--- src/rtl/sap1_prog_loader.sv ---
// SAP-1 program loader: streams a 16-byte image plus checksum byte into an
// internal 16x8 program RAM and holds the CPU in reset until the image has
// been verified. The RAM read port is combinational for the CPU fetch path.
//
//  state | meaning
//  IDLE  | CPU held in reset, waiting for start
//  LOAD  | accepting image bytes into RAM, accumulating checksum
//  CHECK | accepting the checksum byte, nothing written to RAM
//  HOLD  | checksum passed, CPU reset held for RST_HOLD cycles
//  RUN   | CPU released, image verified
//  ERROR | checksum mismatch, CPU held in reset
module sap1_prog_loader #(
  parameter int ADDR_W   = 4,
  parameter int DEPTH    = 2**ADDR_W,
  parameter int DATA_W   = 8,
  parameter int RST_HOLD = 2
) (
  input  logic              clk_i,
  input  logic              rst_i,
  input  logic              start_i,
  input  logic [DATA_W-1:0] byte_in_i,
  input  logic              byte_valid_i,
  output logic              byte_ready_o,
  input  logic [ADDR_W-1:0] cpu_addr_i,
  output logic [DATA_W-1:0] cpu_rdata_o,
  output logic              cpu_rst_o,
  output logic              done_o,
  output logic              err_o,
  output logic [ADDR_W:0]   load_cnt_o
);

  localparam int HOLD_W = (RST_HOLD > 1) ? $clog2(RST_HOLD) : 1;

  typedef enum logic [2:0] {
    S_IDLE  = 3'd0,
    S_LOAD  = 3'd1,
    S_CHECK = 3'd2,
    S_HOLD  = 3'd3,
    S_RUN   = 3'd4,
    S_ERROR = 3'd5
  } state_t;

  state_t              state_q;
  logic                byte_ready_q;
  logic                cpu_rst_q;
  logic                done_q;
  logic                err_q;
  logic [ADDR_W:0]     load_cnt_q;
  logic [ADDR_W:0]     load_cnt_d;
  logic [DATA_W-1:0]   csum_q;
  logic [DATA_W-1:0]   csum_d;
  logic [HOLD_W-1:0]   hold_q;
  logic [DATA_W-1:0]   mem_q [DEPTH];
  logic                xfer;

  // A transfer only happens when the loader itself advertised ready.
  assign xfer       = byte_valid_i & byte_ready_q;
  assign csum_d     = csum_q + byte_in_i;
  assign load_cnt_d = load_cnt_q + (ADDR_W+1)'(1);

  // Loader FSM with registered outputs.
  always_ff @(posedge clk_i) begin
    if (rst_i) begin
      state_q      <= S_IDLE;
      byte_ready_q <= 1'b0;
      cpu_rst_q    <= 1'b1;
      done_q       <= 1'b0;
      err_q        <= 1'b0;
      load_cnt_q   <= '0;
      csum_q       <= '0;
      hold_q       <= '0;
    end else begin
      unique case (state_q)
        S_IDLE, S_RUN, S_ERROR: begin
          if (start_i) begin
            state_q      <= S_LOAD;
            byte_ready_q <= 1'b1;
            cpu_rst_q    <= 1'b1;
            done_q       <= 1'b0;
            err_q        <= 1'b0;
            load_cnt_q   <= '0;
            csum_q       <= '0;
          end
        end
        S_LOAD: begin
          if (xfer) begin
            load_cnt_q <= load_cnt_d;
            csum_q     <= csum_d;
            if (load_cnt_q == (ADDR_W+1)'(DEPTH-1)) begin
              state_q <= S_CHECK;
            end
          end
        end
        S_CHECK: begin
          if (xfer) begin
            byte_ready_q <= 1'b0;
            if (csum_d == '0) begin
              state_q <= S_HOLD;
              hold_q  <= HOLD_W'(RST_HOLD-1);
            end else begin
              state_q <= S_ERROR;
              err_q   <= 1'b1;
            end
          end
        end
        S_HOLD: begin
          if (hold_q == '0) begin
            state_q   <= S_RUN;
            cpu_rst_q <= 1'b0;
            done_q    <= 1'b1;
          end else begin
            hold_q <= hold_q - HOLD_W'(1);
          end
        end
        default: begin
          state_q      <= S_IDLE;
          byte_ready_q <= 1'b0;
          cpu_rst_q    <= 1'b1;
          done_q       <= 1'b0;
          err_q        <= 1'b0;
        end
      endcase
    end
  end

  // Program RAM write port; contents survive reset on purpose.
  always_ff @(posedge clk_i) begin
    if (!rst_i && state_q == S_LOAD && xfer) begin
      mem_q[load_cnt_q[ADDR_W-1:0]] <= byte_in_i;
    end
  end

  assign cpu_rdata_o  = mem_q[cpu_addr_i];
  assign byte_ready_o = byte_ready_q;
  assign cpu_rst_o    = cpu_rst_q;
  assign done_o       = done_q;
  assign err_o        = err_q;
  assign load_cnt_o   = load_cnt_q;

endmodule

--- config.mk ---
export PLATFORM = sky130hd
export DESIGN_NAME = sap1_prog_loader
export DESIGN_NICKNAME = d
export VERILOG_FILES = /design/src/rtl/sap1_prog_loader.sv
export SDC_FILE = /design/constraint.sdc
export NUM_CORES = 1
export LEC_CHECK = 0
export CORE_UTILIZATION = 32
export CTS_CLUSTER_SIZE = 14
export DETAILED_ROUTE_END_ITERATION = 8
export HOLD_SLACK_MARGIN = 0.02
export PLACE_DENSITY_LB_ADDON = 0.2
export SLEW_MARGIN = 25
export SYNTH_ARGS = -nofsm -noshare
export SYNTH_HDL_FRONTEND = slang
export SYNTH_SLANG_ARGS = --single-unit
export TNS_END_PERCENT = 30
--- constraint.sdc ---
create_clock -name clk_i -period 2.3 [get_ports clk_i]
set_input_delay 0.345 -clock clk_i [delete_from_list [all_inputs] [get_ports clk_i]]
set_output_delay 0.345 -clock clk_i [all_outputs]
set_load 0.05 [all_outputs]
After elaboration in Yosys (flattened, before gate mapping)
Memories as Yosys holds them, arrays and structs flattened.
Index checks and enable logic that the tools add are counted.
Widths: inputs -> output; s select.
- bits in registers: 21
- input port bits: 16
- word-level logic and storage cells: 74
- output and inout bits: 17
- bits in writable memories: 128
- memories: 1
- memory list (memory ; words ; width ; rd ports ; clocked after Yosys merged registers in ; wr ports ; line ; source):
    mem_q ; 16 ; 8 ; 1 ; 0 ; 1 ; 53 ; logic [DATA_W-1:0] mem_q [DEPTH];
- equality and inequality tests: 13
- mux-type cells: 30
- reduce and logical (&&, ||, !) cells: 16
- add/sub/neg operators: 3
- bitwise logic cells: 3
- operators with widths (cell ; number):
    $mux 3 ; 6
    $mux 8 ; 2
    $pmux 8 s2 ; 1
    $ne 2x2->1 const B ; 7
    $mux 1 ; 12
    $pmux 1 s3 ; 4
    $pmux 3 s4 ; 1
    $reduce_and 3->1 ; 4
    $mux 5 ; 2
    $pmux 5 s2 ; 1
    $add 8x8->8 ; 1
    $logic_not 8->1 ; 1
    $eq 3x2->1 const B ; 2
    $eq 3x3->1 const B ; 2
    $add 5x1->5 const B ; 1
    $eq 5x4->1 const B ; 1
    $reduce_and 5->1 ; 1
    $reduce_and 4->1 ; 1
    $reduce_bool 2->1 ; 2
    $reduce_or 2->1 ; 2
    $eq 3x1->1 const B ; 1
    $logic_not 3->1 ; 1
    $reduce_or 3->1 ; 1
    $logic_and 1x1->1 ; 2
    other kinds (5) ; 6

Logic depth before layout (Yosys ltp)
- word-level depth: 5
- depth in mapped cells: 9
- gate-level depth less buffers: 7

Worst setup path before layout
No wires, ideal clock.
- path kind: reg-to-reg
- start: register byte_ready_q (netlist: byte_ready_o)
- end: memory mem_q[3][0] (enable)
- library setup time: 0.383 ns
- clock period less this slack: 2.555 ns
- setup slack: -0.255 ns
- arrival time: 2.171 ns
- buffers on the path: 1
- required time: 1.917 ns
- stages on the path, launching flop included: 7
- cell sequence: dfxtp_1 -> nand2_1 -> or3_1 -> buf_2 -> nor2_4 -> nand2_1 -> nor3_1
- word-level cells in the longest chain between the ends: 4
- RTL lines (item ; line ; source):
    from (decl) ; 44 ; logic byte_ready_q;
    from (signal assigned) ; 65 ; byte_ready_q <= 1'b0;
    from (signal assigned) ; 77 ; byte_ready_q <= 1'b1;
    from (signal assigned) ; 96 ; byte_ready_q <= 1'b0;
    $and 1x1->1 ; 57 ; assign xfer = byte_valid_i & byte_ready_q;
    $logic_and 1x1->1 ; 128 ; if (!rst_i && state_q == S_LOAD && xfer) begin
    $mux 1 ; 128 ;
    $mux 1 (implied by the code) ; 129 ; mem_q[load_cnt_q[ADDR_W-1:0]] <= byte_in_i;
    to (decl) ; 53 ;
Every way passes these cells.

Worst setup path after layout
- start: memory mem_q[15][6]
- end: output cpu_rdata_o[6]
- word-level cells in the longest chain between the ends: 1
- RTL lines (item ; line ; source):
    $mem_v2 16x8 ; - ;
    to (decl) ; 25 ; output logic [DATA_W-1:0] cpu_rdata_o,
Every way passes these cells.

==> reports/summary.txt <==
status: complete, but fails checks
violated checks: setup timing
Lkg Pwr: 2.75 nW
cts hold-fix bufs: 0
Synth area leader: edfxtp_1
first-pass GRT wire length: 22400 um
TritonCTS clock tree: yes
total core area: 19500 um^2
fin nets: 488
grt ovf: 0
Hold Path Cell Cnt: 2
Synth async-reset ratio: 0%
Top FF cell, synth: edfxtp_1
Final Slew Violations: 0
DRT iter0 DRCs: 214
Syn Area/Cell: 17.2 um^2
CP max FO: 1
Avg WL per Cell: 19.9 um
final instance area: 8060 um^2
Final Hold Vio Count: 0
pin count of the biggest net entering global routing: 23
share of cells above drive strength 1: 29.9%
worst hold margin: 307 ps
final period utilization: 101%
Critical Path End Type: output pin
Tot GR Track Use: 15.6%
Arr. time, crit path: 1990 ps
P&R area growth vs syn: 25.8%
unrepaired setup endpoints after global routing: true
Post-DRT Antenna Nets: 0
CP Launch Type: flop
top-area cell type share of the netlist area: 60.0%
Setup-failing EPs final: 2
final worst slack: -31.9 ps
Max Cap Violations: 0
critical path type: reg2out
Die Y: 143 um
max_slew headroom: 65.4%
hpwl dp: 9820 um
Placement Cell Area: 7340 um^2
Final Skew: 9.01 ps
TritonCTS Buffers: 17
Initial Util: 32.8%
# rows: 51
most numerous cell in the Yosys netlist: edfxtp_1
number of distinct library cells after synthesis: 47
number of flops mapped to enable cells by yosys: 128
detailed-route DRC error count: 0
Worst-Margin Slew: 518 ps
YS warnings: 0
synth top area cells: edfxtp_1 (60%), mux4_2 (9.1%), dfxtp_1 (6.6%)
H-tree levels: 4
f_max: 429 MHz
Register-to-Register Path Depth: 7
clk_lat worst skew: 430 ps
FF+latch count, synth: 149
sequential share of the synthesized area: 66.6%
Synthesized Nets: 402
Peak VDD IR: 0.516 mV
Final GP Congestion: 0.744
Via-to-Cell Ratio: 4.89
vias in the first global route: 3698
First-pass DRT Iterations: 4
Top Ports: 33
Commonest cells post-synth: edfxtp_1 (128), mux4_2 (26), nor2_1 (24), dfxtp_1 (21), nand2_1 (18)
die span in x: 143 um
pwr dens: 777 nW/um^2
routed wire length: 14700 um
PortBufs: 32
Die ar.: 20600 um^2
clock sink count: 149
clk slew on worst S/H paths: 60 ps
initial antenna violation count: 0
antenna diode count: 0
CTS Root Buffer Type: clkbuf_16
Max clock buf depth: 2
Worst Path Required: 1960 ps
Mapped Area: 6400 um^2
Via Count: 3603
Hold Crit Class: in2reg
Mapped Cells: 373
Tmin final: 2330 ps
worst paths after layout:
check	start	end	slack [ps]
worst max-delay path	mem_q[15][6]	cpu_rdata_o[6]	-30
worst min-delay path	byte_in_i[0]	mem_q[9][0]	310
worst max register to register	csum_q[0]	state_q[2]	250
worst min register to register	csum_q[2]	csum_q[2]	470
registers in the layout, indices dropped and copies added (netlist names):
name,cells
csum_q,8
err_o,1
hold_q,1
done_o,1
byte_ready_o,1
state_q,3
load_cnt_o,5
cpu_rst_o,1
mem_q,128
metal layers:
layer / global-route usage [%] / share of wire (%) / vias to the layer above / wire length, um
met4: 5.21 / 1.5 / 0 / 225
met1: 19.4 / 44 / 1860 / 6480
met2: 26.7 / 51 / 68 / 7490
met3: 3.47 / 3.3 / 16 / 486
li1: - / - / 1659 / -
met5: 0 / 0 / - / 0
cell usage in the layout, fill, tap and decap left out, types with 14 or more instances in the layout:
| master | instances |
|---|---|
| edfxtp_1 | 128 |
| buf_4 | 41 |
| mux4_2 | 34 |
| nor2_1 | 24 |
| dfxtp_1 | 20 |
| clkdlybuf4s50_1 | 20 |
| nand2_1 | 18 |
| clkbuf_16 | 17 |
| nand3_1 | 14 |
| a21oi_1 | 14 |
timing repair:
| action | CTS | global route |
|---|---|---|
| buffers inserted | 0 | 4 |
| endpoints found under the hold margin | 0 | 0 |
| cloned | 1 | 0 |
| gates resized for setup | 23 | 11 |
| setup endpoints to repair | 12 | 13 |
| pin swaps | 3 | 5 |
report_power, final:
part / internal [mW] / switching [mW] / total, mW
clock: 1.80 / 1.07 / 2.87
combinational: 0.200 / 0.245 / 0.445
sequential: 2.94 / 0.00745 / 2.94
total: 4.94 / 1.32 / 6.26
area by class of cell:
class                           instances  area, um^2
Clock buffer                           17         425
Clock inverter                         15         186
Fill cell                            1804       11500
Inverter                                6        22.5
Multi-Input combinational cell        199        1990
Sequential cell                       149        4270
Tap cell                              265         332
Timing Repair Buffer                   86         837
critical path, cell delays in order (launching register included):
cell	delay [ps]
edfxtp_1	370
mux4_2	480
mux4_2	540
buf_8	180
cell families (layout without fill, tap and decap cells):
logic type / after synthesis / after routing / share of synthesized area, %
fa+ha+maj: 13 / 13 / 2.66
compound gates: 45 / 45 / 4.73
mux: 40 / 40 / 14.9
flops: 149 / 149 / 66.6
buf+inv: 25 / 124 / 2.70
xor+xnor: 6 / 6 / 0.821
simple gates: 95 / 95 / 7.62
stage by stage:
step,utilization [%],setup TNS (ps),power [mW],instances,setup slack (ps)
floorplan,-,0,3.25,373,161
global placement,37.6,-5420,3.41,700,-585
detailed placement,37.6,-5670,3.42,700,-621
CTS,41.0,-194,6.31,733,-64.8
global route,41.3,-407,6.46,737,-89.2
finish,41.3,-52.3,6.26,737,-31.9
Power figures use the tool's default switching activity.
